==> config.mk <==
export PLATFORM = sky130hd
export DESIGN_NAME = multicycle_shift_unit
export DESIGN_NICKNAME = d
export VERILOG_FILES = /design/src/rtl/multicycle_shift_unit.sv
export SDC_FILE = /design/constraint.sdc
export NUM_CORES = 1
export LEC_CHECK = 0
export CAP_MARGIN = 10
export CORE_ASPECT_RATIO = 1.2
export CORE_MARGIN = 2
export CORE_UTILIZATION = 35
export DETAILED_ROUTE_END_ITERATION = 8
export PLACE_DENSITY = 0.61
export SLEW_MARGIN = 20
export SYNTH_ARGS = -nofsm -noshare
export SYNTH_HDL_FRONTEND = slang
export SYNTH_SLANG_ARGS = --single-unit
==> constraint.sdc <==
create_clock -name clk -period 5 [get_ports clk]
set_clock_uncertainty 0.2 [all_clocks]
set_input_delay 1 -clock clk [delete_from_list [all_inputs] [get_ports clk]]
set_output_delay 1 -clock clk [all_outputs]
set_load 0.01 [all_outputs]
==> src/rtl/multicycle_shift_unit.sv <==
// multicycle_shift_unit: iterative SLL/SRL/SRA/ROR shifter moving STEP bits per clock with start/busy/done handshake
module multicycle_shift_unit #(
  parameter int WIDTH = 32,
  parameter int STEP = 1,
  localparam int SW = $clog2(WIDTH)
) (
  input  logic             clk,
  input  logic             rst,
  input  logic             start,
  input  logic [1:0]       op,
  input  logic [WIDTH-1:0] operand,
  input  logic [SW-1:0]    shamt,
  output logic             busy,
  output logic             done,
  output logic [WIDTH-1:0] result,
  output logic             carry,
  output logic             zero
);
  typedef enum logic [1:0] {IDLE, SHIFT, DONE} state_t;
  localparam logic [SW-1:0] STP = SW'(STEP);
  state_t state, state_n;
  logic [WIDTH-1:0] acc, acc_n, sra, rot, sh;
  logic [SW-1:0] rem, rem_n, k, kl, kr;
  logic [1:0] opr, opr_n;
  logic c, c_n, sc;
  always_comb begin
    k = rem < STP ? rem : STP;
    kl = SW'(0) - k;
    kr = k - SW'(1);
    sra = $signed(acc) >>> k;
    rot = WIDTH'({acc, acc} >> k);
    sh = opr == 2'd0 ? acc << k : opr == 2'd1 ? acc >> k : opr == 2'd2 ? sra : rot;
    sc = opr == 2'd0 ? acc[kl] : acc[kr];
    state_n = state;
    acc_n = acc;
    rem_n = rem;
    opr_n = opr;
    c_n = c;
    case (state)
      IDLE: if (start) begin
        acc_n = operand;
        opr_n = op;
        rem_n = shamt;
        c_n = 1'b0;
        state_n = shamt == '0 ? DONE : SHIFT;
      end
      SHIFT: begin
        acc_n = sh;
        c_n = sc;
        rem_n = rem - k;
        state_n = rem == k ? DONE : SHIFT;
      end
      default: state_n = IDLE;
    endcase
  end
  assign busy = state != IDLE;
  assign done = state == DONE;
  always_ff @(posedge clk) begin
    if (rst) begin
      state <= IDLE;
      acc <= '0;
      rem <= '0;
      opr <= '0;
      c <= 1'b0;
      result <= '0;
      carry <= 1'b0;
      zero <= 1'b1;
    end else begin
      state <= state_n;
      acc <= acc_n;
      rem <= rem_n;
      opr <= opr_n;
      c <= c_n;
      if (state_n == DONE && state != DONE) begin
        result <= acc_n;
        carry <= c_n;
        zero <= acc_n == '0;
      end
    end
  end
endmodule
==> results.md <==
| Item | Reported | Unit |
|---|---|---|
| Status | complete, no violations | - |
| Fraction of registers with async set or reset after synthesis | 0 | % |
| Drt first-iter violations | 438 | - |
| Most frequent standard cell in the layout excluding fill and tap cells | nor2_1 | - |
| Tot Pwr | 0.00221 | W |
| Relative max-transition margin | 38.4 | % |
| Pin count of the biggest net entering global routing | 47 | - |
| Final hold violation count | 0 | - |
| CP Capture Type | output port | - |
| Number of register bits inferred by synthesis | 75 | - |
| Router iterations before antenna repair | 6 | - |
| Part of the total power dissipated in sequential elements | 34.6 | % |
| Aggregate routed wire length | 15700 | um |
| Yosys Warn Count | 0 | - |
| XOR/XNOR share of the synthesized area | 0 | % |
| Synth Net Count | 613 | - |
| R2r startpoint | rem[2]$_SDFFE_PP0P_ | - |
| Maximum achievable frequency | 0.270 | GHz |
| Post-layout util | 45.5 | % |
| Number of rows in the core area | 44 | - |
| Top library cells by usage in the layout, fill and taps aside | nor2_1, dfxtp_1, clkdlybuf4s50_1 | - |
| Post-Place Cell Area | 5180 | um^2 |
| Register-to-register path setup slack | 1.58 | ns |
| Total of fill cells in the finished design | 1233 | - |
| Arrival time reported for the critical path endpoint | 2.51 | ns |
| Antenna-violating nets left | 0 | - |
| Compound-gate portion of the synthesized area | 28.0 | % |
| Overall via count from detail_route | 4628 | - |
| Synth Flop Type | dfxtp_1 | - |
| Worst setup path startpoint | state[1]$_SDFF_PP0_ | - |
| Part of the power in combinational logic | 32.7 | % |
| Growth of design area from synthesis to finish | 26.8 | % |
| Required time worst endpoint | 3.80 | ns |
| Number of standard cells after synthesis | 569 | - |
| Post-layout minimum cycle time | 3.71 | ns |
| Int Power | 0.00142 | W |
| TritonCTS Sinks | 75 | - |
| Global-route wire length before repair | 24700 | um |
| Crit start category | flip-flop | - |
| Number of max-slew violations in the final report | 0 | - |
| Worst-case vdd ir drop | 0.192 | mV |
| Number of nets in the layout | 664 | - |
| Total track usage | 24.1 | % |
| CTS max path bufs | 2 | - |
| Share of the clock period used by the worst path after layout | 74.2 | % |
| Remaining Overflow, GRT | 0 | - |
| Number of gates resized after CTS | 0 | - |
| Post-DR wirelength/cell | 20.0 | um |
| Number of I/O port buffers | 77 | - |
| Area share of fa/ha/maj cells after synthesis | 0.576 | % |
| Width of the chip | 106 | um |
| Power density normalized to cell area | 400 | nW/um^2 |
| Post-Synth Simple-Gate Area | 23.1 | % |
| Post-route cell area | 5510 | um^2 |
| I/O pin cnt | 78 | - |
| Initial core utilization | 35.9 | % |
| RePlAce Congestion | 0.988 | - |
| RR Endpoint | zero$_SDFFE_PP1P_ | - |
| Critical path endpoint | done | - |
| Maximum net fanout on the critical path | 24 | - |
| Antenna diode count | 0 | - |
| Main combinational cell family by area after synthesis | compound AO/OA/AOI/OAI gates | - |
| Number of cells in the design after placement | 770 | - |
| Unrepaired setup endpoints after global routing | no | - |
| Setup CP Type | flip-flop to output port | - |
| Clock tree from TritonCTS | yes | - |
| Worst-Margin Slew | 0.922 | ns |
| Net load switching power | 0.000787 | W |
| Library cell used as clock root buffer | clkbuf_16 | - |
| Tightest Hold Check Type | flip-flop to flip-flop | - |
| Worst reg-to-reg path cell count | 7 | - |
| Leakage | 1.97 | nW |
| Average cell area after synthesis | 7.64 | um^2 |
| Clock-pin slew on the worst setup and hold paths | 0.06 | ns |
| Deepest level of the CTS H-tree | 3 | - |
| Area of the die | 13300 | um^2 |
| TritonCTS buffer count | 9 | - |
| Count of non-filler cells in the finished layout | 786 | - |
| Post-detailed-route via-to-cell ratio | 5.89 | - |
| Clock share of power | 32.7 | % |
| Half-perimeter wire length of the detailed placement result | 11100 | um |
| Mux share of post-synthesis cell area | 7.31 | % |
| Vertical die dimension | 126 | um |
| Clock latency reported for the late side of the worst-skew pair | 0.35 | ns |
| Proportion of layout cells with a drive suffix above 1 | 7.84 | % |
| Max Cap Violations | 0 | - |
| DRC violations left | 0 | - |
| Count of cell types in the netlist | 60 | - |
| Via count of the first global-routing pass | 4402 | - |
| Placeable core region | 12100 | um^2 |
| Number of post-CTS setup repair buffers | 0 | - |
| Antenna violations before repair | 0 | - |
| Portion of the post-synthesis area used by sequential elements | 34.6 | % |
| Count of flip-flops with a built-in enable after synthesis | 0 | - |
| Final TNS setup | 0 | ns |
| Hold bufs inserted after CTS | 0 | - |
| # setup viols final | 0 | - |
| Net Sw Frac | 35.7 | % |
| Post-synthesis cell area | 4350 | um^2 |
## cell type report
type / count / area (um^2) / area share [%]
clock buffer: 11 / 243 / 4.41
clock inverter: 5 / 85.1 / 1.54
inverter: 13 / 48.8 / 0.886
multi-input combinational: 432 / 2580 / 46.8
sequential: 75 / 1500 / 27.2
tap: 161 / 201 / 3.66
timing repair buffer: 89 / 851 / 15.4
## through the flow
stage                     setup slack, ns  hold WS, ns
final                                1.29        0.260
after global routing                 1.18        0.310
after CTS                            1.33        0.266
after detailed placement             1.37        0.258
after global placement               1.50        0.246
after floorplan                      1.91        0.275
## cells in the mapped netlist, types with 3 or more instances
cell type	number	area (um^2)
a21o_1	5	37.5
mux4_2	4	90.1
mux2_2	6	67.6
mux2i_1	16	160
nor3_1	24	120
o21ai_0	36	180
a21oi_1	48	240
a22oi_1	3	22.5
a32oi_1	3	26.3
buf_2	14	70.1
clkbuf_1	27	101
dfxtp_1	75	1500
o22ai_1	4	25.0
a31oi_1	10	62.6
nand3_1	5	25.0
a221o_1	3	30.0
o31ai_1	6	45.0
nand2_1	61	229
nor2_1	85	319
nand4_1	5	31.3
o221ai_1	10	87.6
nor2b_1	11	68.8
buf_1	3	11.3
o21a_1	4	30.0
and3_1	4	25.0
a221oi_1	8	70.1
a311oi_1	4	35.0
inv_1	12	45.0
o211ai_1	5	37.5
a211oi_1	20	150
nor4_1	3	18.8
nand2b_1	11	68.8
## how the worst min path moves through the flow
stage                                 start                 endpoint  slack (ns)  cells past startpoint
floorplan                 acc[8]$_SDFF_PP0_        acc[8]$_SDFF_PP0_        0.28                      2
global placement    result[15]$_SDFFE_PP0P_  result[15]$_SDFFE_PP0P_        0.25                      2
detailed placement  result[15]$_SDFFE_PP0P_  result[15]$_SDFFE_PP0P_        0.26                      2
CTS                 result[15]$_SDFFE_PP0P_  result[15]$_SDFFE_PP0P_        0.27                      2
global route        result[23]$_SDFFE_PP0P_  result[23]$_SDFFE_PP0P_        0.31                      2
finish              result[15]$_SDFFE_PP0P_  result[15]$_SDFFE_PP0P_        0.26                      2
## registers in the layout (all words and copies together), names as in the netlist
signal	count
acc	32
carry	1
opr	2
rem	5
result	32
state	2
zero	1
## critical path, stage by stage, from the launching register on
cell	delay, ns
dfxtp_1	0.89
buf_4	0.42
inv_1	0.16
nor2_1	0.12
clkdlybuf4s50_1	0.56
## power groups by stage
stage / clock network (W) / registers, W / logic (W)
floorplan: 0 / 0.000748 / 0.000477
global placement: 0 / 0.000773 / 0.000709
detailed placement: 0 / 0.000774 / 0.000709
CTS: 0.000731 / 0.000761 / 0.000714
global route: 0.000756 / 0.000774 / 0.000779
finish: 0.000720 / 0.000764 / 0.000721
## cell families after synthesis
| group | Yosys count |
|---|---|
| buffers and inverters | 62 |
| other | 1 |
| AO/OA/AOI/OAI | 183 |
| multiplexers | 26 |
| adder cells (fa/ha/maj) | 2 |
| flip-flops | 75 |
| AND/OR/NAND/NOR | 220 |
## per-layer routing
metal	up-vias	wire length (um)	track usage, %
met2	221	7310	38.5
met4	0	517	10.1
li1	2179	-	-
met1	2187	6820	31.5
met5	-	0	0
met3	41	1090	4.87
Note: power is estimated with default switching activity, not from simulation.
